<file path="config.mk">
export PLATFORM = sky130hd
export DESIGN_NAME = seg_scan_display
export DESIGN_NICKNAME = d
export VERILOG_FILES = /design/src/rtl/disp_pkg.sv /design/src/rtl/hex_to_seg7.sv /design/src/rtl/seg_scan_display.sv
export SDC_FILE = /design/constraint.sdc
export NUM_CORES = 1
export LEC_CHECK = 0
export CAP_MARGIN = 20
export CELL_PAD_IN_SITES_DETAIL_PLACEMENT = 1
export CELL_PAD_IN_SITES_GLOBAL_PLACEMENT = 2
export CORE_MARGIN = 4
export CORE_UTILIZATION = 35
export DETAILED_ROUTE_END_ITERATION = 7
export PLACE_DENSITY = 0.8
export SYNTH_ARGS = -nofsm -noshare
export SYNTH_HDL_FRONTEND = slang
export SYNTH_HIERARCHICAL = 1
export SYNTH_SLANG_ARGS = --single-unit
</file>
<file path="constraint.sdc">
create_clock -name Clk -period 2.85 [get_ports Clk]
set_input_delay 0.4275 -clock Clk [delete_from_list [all_inputs] [get_ports Clk]]
set_output_delay 0.4275 -clock Clk [all_outputs]
set_load 0.02 [all_outputs]
</file>
<file path="src/rtl/disp_pkg.sv">
// Shared types and constants for the scanned seven-segment debug display.
package disp_pkg;

    // Each digit slot starts blanked, then drives the selected anode.
    typedef enum logic {
        BLANK = 1'b0,
        DRIVE = 1'b1
    } scan_state_e;

    // Everything off on a common-anode display is all ones.
    localparam logic [6:0] SEG_OFF = 7'h7F;
    localparam logic [7:0] EN_OFF  = 8'hFF;

    // Active-low {g,f,e,d,c,b,a} patterns, indexed by hex value (entry 0 is rightmost).
    localparam logic [15:0][6:0] SEG_TABLE = {
        7'h0E, 7'h06, 7'h21, 7'h46,   // F E d C
        7'h03, 7'h08, 7'h10, 7'h00,   // b A 9 8
        7'h78, 7'h02, 7'h12, 7'h19,   // 7 6 5 4
        7'h30, 7'h24, 7'h79, 7'h40    // 3 2 1 0
    };

endpackage

</file>
<file path="src/rtl/hex_to_seg7.sv">
// Combinational hex nibble to active-low seven-segment decoder with a blank override.
module hex_to_seg7
    import disp_pkg::*;
(
    input  logic [3:0] nibble,
    input  logic       blank,
    output logic [6:0] seg
);

    // Blank wins over the table lookup so leading-zero suppression can reuse this decoder.
    always_comb begin
        seg = SEG_TABLE[nibble];
        if (blank) begin
            seg = SEG_OFF;
        end
    end

endmodule

</file>
<file path="src/rtl/seg_scan_display.sv">
// Time-multiplexed 8-digit common-anode display of two 16-bit debug words.
// Words are latched into shadow registers on a synchronized Update edge so the
// shown values stay stable while the slower pipeline clock keeps running.
module seg_scan_display
    import disp_pkg::*;
#(
    parameter int REFRESH_DIV  = 100000,
    parameter int BLANK_CYCLES = 2000,
    parameter bit LZ_BLANK     = 1'b0
) (
    input  logic        Clk,
    input  logic        Reset,
    input  logic [15:0] DataA,
    input  logic [15:0] DataB,
    input  logic        Update,
    input  logic        Hold,
    output logic [6:0]  out7,
    output logic [7:0]  en_out
);

    localparam int            CW        = $clog2(REFRESH_DIV);
    localparam logic [CW-1:0] CNT_LAST  = CW'(REFRESH_DIV - 1);
    localparam logic [CW-1:0] CNT_DRIVE = CW'(BLANK_CYCLES);

    // Update synchronizer; sync3 holds the previous synchronized level for edge detection.
    logic sync1_q, sync1_d;
    logic sync2_q, sync2_d;
    logic sync3_q, sync3_d;
    logic upd_edge;

    logic [15:0] shadow_a_q, shadow_a_d;
    logic [15:0] shadow_b_q, shadow_b_d;

    logic [CW-1:0] cnt_q, cnt_d;
    logic [2:0]    idx_q, idx_d;
    scan_state_e   state_q, state_d;

    logic [6:0] out7_q, out7_d;
    logic [7:0] en_q, en_d;

    // Per-digit nibble and "this digit plus all higher ones in its group are zero".
    logic [3:0] nib_w [8];
    logic [7:0] lz_w;
    logic [3:0] cur_nib;
    logic       cur_blank;
    logic [6:0] seg_w;

    // Map each digit onto its shadow nibble; digits 0..3 come from B, 4..7 from A.
    genvar gi;
    generate
        for (gi = 0; gi < 8; gi++) begin : g_digit
            localparam int POS = gi % 4;
            logic [15:0] grp_w;
            if (gi < 4) begin : g_lo
                assign grp_w = shadow_b_q;
            end else begin : g_hi
                assign grp_w = shadow_a_q;
            end
            assign nib_w[gi] = grp_w[4*POS +: 4];
            // The lowest digit of each group always shows, even when zero.
            assign lz_w[gi]  = (POS != 0) && ((grp_w >> (4*POS)) == 16'd0);
        end
    endgenerate

    // Update edge detect and shadow load; a held Update level gives only one load.
    always_comb begin
        sync1_d    = Update;
        sync2_d    = sync1_q;
        sync3_d    = sync2_q;
        upd_edge   = sync2_q & ~sync3_q;
        shadow_a_d = shadow_a_q;
        shadow_b_d = shadow_b_q;
        if (upd_edge && !Hold) begin
            shadow_a_d = DataA;
            shadow_b_d = DataB;
        end
    end

    // Slot counter, digit index and scan state; state follows the counter position.
    always_comb begin
        cnt_d = cnt_q + CW'(1);
        idx_d = idx_q;
        if (cnt_q == CNT_LAST) begin
            cnt_d = '0;
            idx_d = idx_q + 3'd1;
        end
        state_d = (cnt_d < CNT_DRIVE) ? BLANK : DRIVE;
    end

    // Select the digit being scanned and decide whether it is suppressed.
    always_comb begin
        cur_nib   = nib_w[idx_q];
        cur_blank = LZ_BLANK && lz_w[idx_q];
    end

    hex_to_seg7 u_hex_to_seg7 (
        .nibble (cur_nib),
        .blank  (cur_blank),
        .seg    (seg_w)
    );

    // Output drive: all anodes off while blanking, otherwise exactly one anode low.
    always_comb begin
        en_d   = EN_OFF;
        out7_d = SEG_OFF;
        if (state_q == DRIVE) begin
            en_d   = ~(8'd1 << idx_q);
            out7_d = seg_w;
        end
    end

    // Synchronizer and shadow registers.
    always_ff @(posedge Clk or negedge Reset) begin
        if (!Reset) begin
            sync1_q    <= 1'b0;
            sync2_q    <= 1'b0;
            sync3_q    <= 1'b0;
            shadow_a_q <= '0;
            shadow_b_q <= '0;
        end else begin
            sync1_q    <= sync1_d;
            sync2_q    <= sync2_d;
            sync3_q    <= sync3_d;
            shadow_a_q <= shadow_a_d;
            shadow_b_q <= shadow_b_d;
        end
    end

    // Scan state register plus registered outputs.
    always_ff @(posedge Clk or negedge Reset) begin
        if (!Reset) begin
            cnt_q   <= '0;
            idx_q   <= '0;
            state_q <= BLANK;
            out7_q  <= SEG_OFF;
            en_q    <= EN_OFF;
        end else begin
            cnt_q   <= cnt_d;
            idx_q   <= idx_d;
            state_q <= state_d;
            out7_q  <= out7_d;
            en_q    <= en_d;
        end
    end

    assign out7   = out7_q;
    assign en_out = en_q;

endmodule
</file>
# [Word-level counts from Yosys, hierarchy flattened]
# Memories as Yosys holds them, arrays and structs flattened.
# Cells that the tools add are included.
[word_totals] regBits=71 latchBits=0 ram_bits=0 rom_bits=112 input_bits=36 output_inout_bits=15 word_cells=32 n_memories=1
[mem_list] memory="(no name shown)" depth=16 width=7 rd=1 rd_clocked_by_memory_dff=0 write_ports=0 line_no="hex_to_seg7.sv:12" rtl="seg = SEG_TABLE[nibble];"
[classes] addsub=2 multipliers=0 div=0 n_lt_le_gt_ge=3 n_eq_ne=1 n_shift=1 n_mux=8 n_bitwise=4 n_reduce_logical=2
[op_table] op="adder 17 x 1 -> 17 bit (second input constant)" n=1
[op_table] op="== test 17 bit (second input constant)" n=1
[op_table] op="less-than comparator 17 x 11 -> 1 bit (second input constant)" n=1
[op_table] op="two-way mux 17 bit" n=1
[op_table] op="two-way mux 7 bit" n=2
[op_table] op="binary-select mux 4 bit (select 3 bit)" n=1
[op_table] op="two-way mux 4 bit" n=2
[op_table] op="two-way mux 8 bit" n=1
[op_table] op="inverter 8 bit" n=1
[op_table] op="left shift 1 x 3 -> 8 bit (first input constant)" n=1
[op_table] op="less-than comparator 4 x 5 -> 1 bit (second input constant)" n=1
[op_table] op="greater-or-equal comparator 4 bit (second input constant)" n=1
[op_table] op="inverter 3 -> 4 bit" n=1
[op_table] op="adder 3 x 1 -> 3 bit (second input constant)" n=1
[op_table] op="bitwise AND 1 bit" n=1
[op_table] op="logical AND 1 bit" n=1
[op_table] op="zero test 1 bit" n=1
[op_table] op="two-way mux 1 bit" n=1
[op_table] op="inverter 1 bit" n=1

# [Logic depth before layout (Yosys ltp)]
[depth] ltp_word=7 mapped_depth=9 mapped_depth_nobuf=8

# [Modules after synthesis]
# The synthesis kept the hierarchy.
[by_module_without_submodules] mod="seg_scan_display" instances=1 cells_each=256 area_each_um2=3275.6 seq_area_each_um2=1795.5
[by_module_without_submodules] mod="hex_to_seg7" instances=1 cells_each=35 area_each_um2=299.0 seq_area_each_um2=0.0

# [Least setup slack after synthesis]
# OpenSTA, ideal clock, no wires.
[synth_path] path_kind="register -> register" startpoint="register idx_q[0]" endpoint="register out7_q[1] (netlist: out7[1])" setup_ns=0.088 arrival_ns=2.421 required_time_ns=2.762 slack_ns=0.341 stages_incl_launch_ff=10 n_path_buf=1 synth_period_minus_slack_ns=2.509 path_cell_list="dfrtp_1 buf_2 mux4_2 nand2_1 nand2_1 inv_1 ha_1 or2_2 a311o_1 nand2b_1"
[synth_between] elab_chain_len=7
[synth_rtl] item="start: declaration" line_no="seg_scan_display.sv:35" rtl="logic [2:0] idx_q, idx_d;"
[synth_rtl] item="start signal: assignment" line_no="seg_scan_display.sv:139" rtl="idx_q <= idx_d;"
[synth_rtl] item="inverter 3 -> 4 bit (implied by the code)" line_no="seg_scan_display.sv:92" rtl="cur_nib = nib_w[idx_q];"
[synth_rtl] item="binary-select mux 4 bit (select 3 bit)" line_no="seg_scan_display.sv:92"
[synth_rtl] item="two-way mux 4 bit (implied by the code) (2 in series)" line_no="seg_scan_display.sv:92"
[synth_rtl] item="net cur_nib[0]" line_no="seg_scan_display.sv:44" rtl="logic [3:0] cur_nib;"
[synth_rtl] item="memory (16 x 7 bit)"
[synth_rtl] item="two-way mux 7 bit (implied by the code)" line_no="hex_to_seg7.sv:12"
[synth_rtl] item="net seg_w[1]" line_no="seg_scan_display.sv:46" rtl="logic [6:0] seg_w;"
[synth_rtl] item="two-way mux 7 bit" line_no="seg_scan_display.sv:106" rtl="if (state_q == DRIVE) begin"
[synth_rtl] item="net out7_d[1]" line_no="seg_scan_display.sv:38" rtl="logic [6:0] out7_q, out7_d;"
[synth_rtl] item="end signal: assignment" line_no="seg_scan_display.sv:141" rtl="out7_q <= out7_d;"
[synth_rtl] item="end: declaration" line_no="seg_scan_display.sv:38"
# The timed path passes the listed nets, and every way through them passes these cells. The select of a mux whose other input is x is not followed.
# A chain may end at the register's enable or synchronous reset.

# [Worst setup path in the final report]
# Same ends and word-level chain as after synthesis.

==> impl_metrics.csv <==
group,metric,value,unit
route,ant_nets,0,
place,port-buffer-count,50,
timing,transition_time_at_the_pin_with_the_least_slew_margin,708,ps
die,core_region_area,9860,sq um
timing,setup_total_negative_slack,0,ps
route,dr.first_iter.drc_count,58,
die,fp.dieH,109,microns
global_routing,globalRouteTotalUtil,14.9,%
critical_path,critical-path-slowest-cell,"sky130_fd_sc_hd__mux4_2",
cells_and_area,antenna_diode_count,0,
cts,cts.htree.levels,3,
timing,timing.final.ws_setup,244,ps
place,gp_routability_congestion,0.757,
route,route.detailed.vias_per_inst,4.93,
critical_path,worstRegToRegCells,8,
timing,timing.max_slew.rel_slack,52.8,%
pwr,powerDensity,540,nW/um^2
route,drt-total-wl,7840,microns
die,design.die.area,11900,sq um
place,dpl_worst_slack,96.3,ps
synth,netlist_area,3570,sq um
synth,synth_sequential_area_ratio,50.2,%
route,detailed_routing_iteration_count_for_the_pre_antenna_repair_pass,4,
cts,max-clock-path-buffers,2,
cts,clock_latency_at_the_later_pin_of_the_worst_skew_pair,340,ps
cells_and_area,synthToLayoutAreaGrowth,24.6,%
synth,synth.lib_cells_used.distinct,55,
critical_path,timing.critical_path.to_type,"register",
synth,synthCells,291,
synth,ys_top_cells_by_area,"sky130_fd_sc_hd__dfrtp_1 39%, sky130_fd_sc_hd__dfstp_2 11%, sky130_fd_sc_hd__mux2_2 10%, sky130_fd_sc_hd__mux4_2 5.0%, sky130_fd_sc_hd__ha_1 4.9%",
critical_path,critical_path.n_buffers_inverters,1,
critical_path,worst_r2r_startpoint,"idx_q[0]",
timing,clock-skew-final,7.32,ps
synth,synth_common_cells,"56 x sky130_fd_sc_hd__dfrtp_1, 32 x sky130_fd_sc_hd__mux2_2, 28 x sky130_fd_sc_hd__nand2_1",
cts,cts.clk_slew.worst_paths,80,ps
synth,synth_top_area_cell,"sky130_fd_sc_hd__dfrtp_1",
critical_path,crit_required,3110,ps
place,dp_hpwl,5810,microns
cells_and_area,final_util,45.1,%
timing,finalMaxSlewViolations,0,
critical_path,critPathLaunchType,"register",
synth,yosys.area.top_type_share,39.2,%
cts,cts-root-buf,"sky130_fd_sc_hd__clkbuf_8",
critical_path,path_class,"reg -> reg",
critical_path,dominant_delay_contributor_by_cell_family_on_the_critical_path,"simple AND/OR/NAND/NOR gates",
cts,cts_tree,"built",
timing,clock.fmax,0.384,GHz
synth,post_synth.cell_area_avg,12.3,sq um
cts,cts.sinks,71,
route,vias,2397,
synth,fraction_of_registers_with_async_set_reset,100,%
global_routing,grt_overflow,0,
global_routing,first_pass_grt_wire_length,13600,microns
status,outcome,"finished clean",
die,floorplan.initialDensity,36.2,%
critical_path,critical_path_arrival,2860,ps
global_routing,antenna_found_initial,0,
timing,finalSetupViolations,0,
pwr,ir_worst_vdd,0.322,mV
die,ioPinCount,51,
critical_path,worst-path-max-fanout,9,
die,rows,36,
critical_path,worstPathCellList,"mux4_2, nand2_1, nand2_1, inv_1, ha_1, or2_2, a311o_1, nand2b_1",
synth,yosys.cell_count.top_type,"sky130_fd_sc_hd__dfrtp_1",
timing,period_needed,2610,ps
synth,postSynthRegisterBits,71,
synth,synth_enable_flop_cells,0,
timing,rsz0062_at_grt,"false",
route,avgRoutedWirePerCell,16.1,microns
critical_path,rr_endpoint,"out7[1]",
critical_path,cp_slowest_stage_delay,540,ps
pwr,p_leak,1.84,nW
synth,postSynth.topFlopCell,"sky130_fd_sc_hd__dfrtp_1",
timing,fin_crit_sh,91.4,%
cells_and_area,fin_nets,398,
cells_and_area,drive_gt1_share,25.8,%
job,timing.max_cap.violations,0,
global_routing,grt_pass1_vias,2721,
cts,cts_inserted_buffers,9,
synth,synth_warnings,6,
timing,finalHoldViolations,0,
critical_path,setup.reg_to_reg.worst_slack,240,ps
die,die_width,109,microns
route,detail_route.drc_violations,0,
global_routing,grt_start_max_net_pins,43,
hold_path,hp-class,"in -> async",
critical_path,crit_path_frequent_cell,"sky130_fd_sc_hd__nand2_1",
how the worst max path moves through the flow:
stage | startpoint | end | cells past startpoint
6_report | idx_q[0] | out7[1] | 8
5_1_grt | idx_q[0] | out7[1] | 8
2_1_floorplan | idx_q[0] | out7[1] | 9
3_5_place_dp | idx_q[0] | out7[1] | 8
3_3_place_gp | idx_q[0] | out7[1] | 8
4_1_cts | idx_q[0] | out7[1] | 8
cell type report:
class | instances | area, sq um
clock buffers | 10 | 138
clock inverters | 6 | 92.6
inverters | 9 | 33.8
well taps | 133 | 166
multi-input cells | 202 | 1680
flip-flops and latches | 71 | 1800
fillers | 1035 | 5410
repair buffers | 55 | 546
per-layer routing:
metal | track usage (%) | vias to the layer above | wire length, microns
li1 | - | 1145 | -
met4 | 4.51 | 0 | 69
met2 | 24.8 | 41 | 3860
met1 | 18.9 | 1206 | 3670
met5 | 0 | - | 0
met3 | 3.79 | 5 | 244
worst register-to-register path: cells and delay by family, from the launching register on:
kind                       cells  cell delay, ps
AOI/OAI and AO/OA              1             300
adders and majority gates      1             260
buffers and inverters          1             190
DFF                            1             520
muxes                          1             550
and+or+nand+nor                4             690
registers in the layout (all words and copies together) (netlist names):
signal,cells
g_digit.grp_w,32
cnt_q,17
en_out,8
out7,7
idx_q,3
state_q,1
sync1_q,1
sync2_q,1
sync3_q,1
cells in the final DEF, fill, tap and decap left out, drive strengths merged, types with 2 or more instances in the layout:
master         Yosys  routed
xor2               9       9
and3               2       2
buf               11       6
clkbuf             4      10
or2                5       5
o21ai              7       7
nor2              10      10
nor2b              6       6
mux2              34      34
mux2i              5       5
mux4               8       8
inv                9      10
dfrtp             56      56
conb               1       7
ha                14      14
a32oi              3       3
nand3              7       7
or3                4       4
nor3               5       5
xnor2              5       5
o31ai              2       2
nand2             29      29
dfstp             15      15
clkinvlp           0       2
nand2b             9       9
a221o              2       2
nand4              5       5
nor3b              2       2
nor4               5       5
bufinv             0       2
clkdlybuf4s50      0      49
a21oi              3       3
a41o               2       2
stage by stage:
stage	hold WS [ps]	instances	total power (W)	area, sq um
6_report	124	486	0.00240	4450
5_1_grt	162	486	0.00254	4450
4_1_cts	138	486	0.00245	4450
3_5_place_dp	339	470	0.00151	4220
3_3_place_gp	341	470	0.00149	4220
2_1_floorplan	132	297	0.00137	3600
cells by family after synthesis:
logic type,share of synthesized area [%]
AO/OA/AOI/OAI,5.64
buffers and inverters,3.53
flip-flops,50.2
adder cells (fa/ha/maj),4.90
XOR/XNOR,3.43
AND/OR/NAND/NOR,15.0
multiplexers,17.2
other,0.105
report_power, final:
group / leakage [nW] / internal (W) / switching, W
logic: 0.880 / 0.000196 / 0.000139
clock network: 0.109 / 0.000521 / 0.000400
registers: 0.849 / 0.00110 / 0.0000516
total: 1.84 / 0.00181 / 0.000590
timing repair:
action / 4_1_cts / 5_1_grt
endpoints found under the setup margin: 0 / 1
resized for setup: 0 / 1
buffers inserted: 0 / 0
hold buffers: 0 / 0
(Power assumes the default switching activity.)
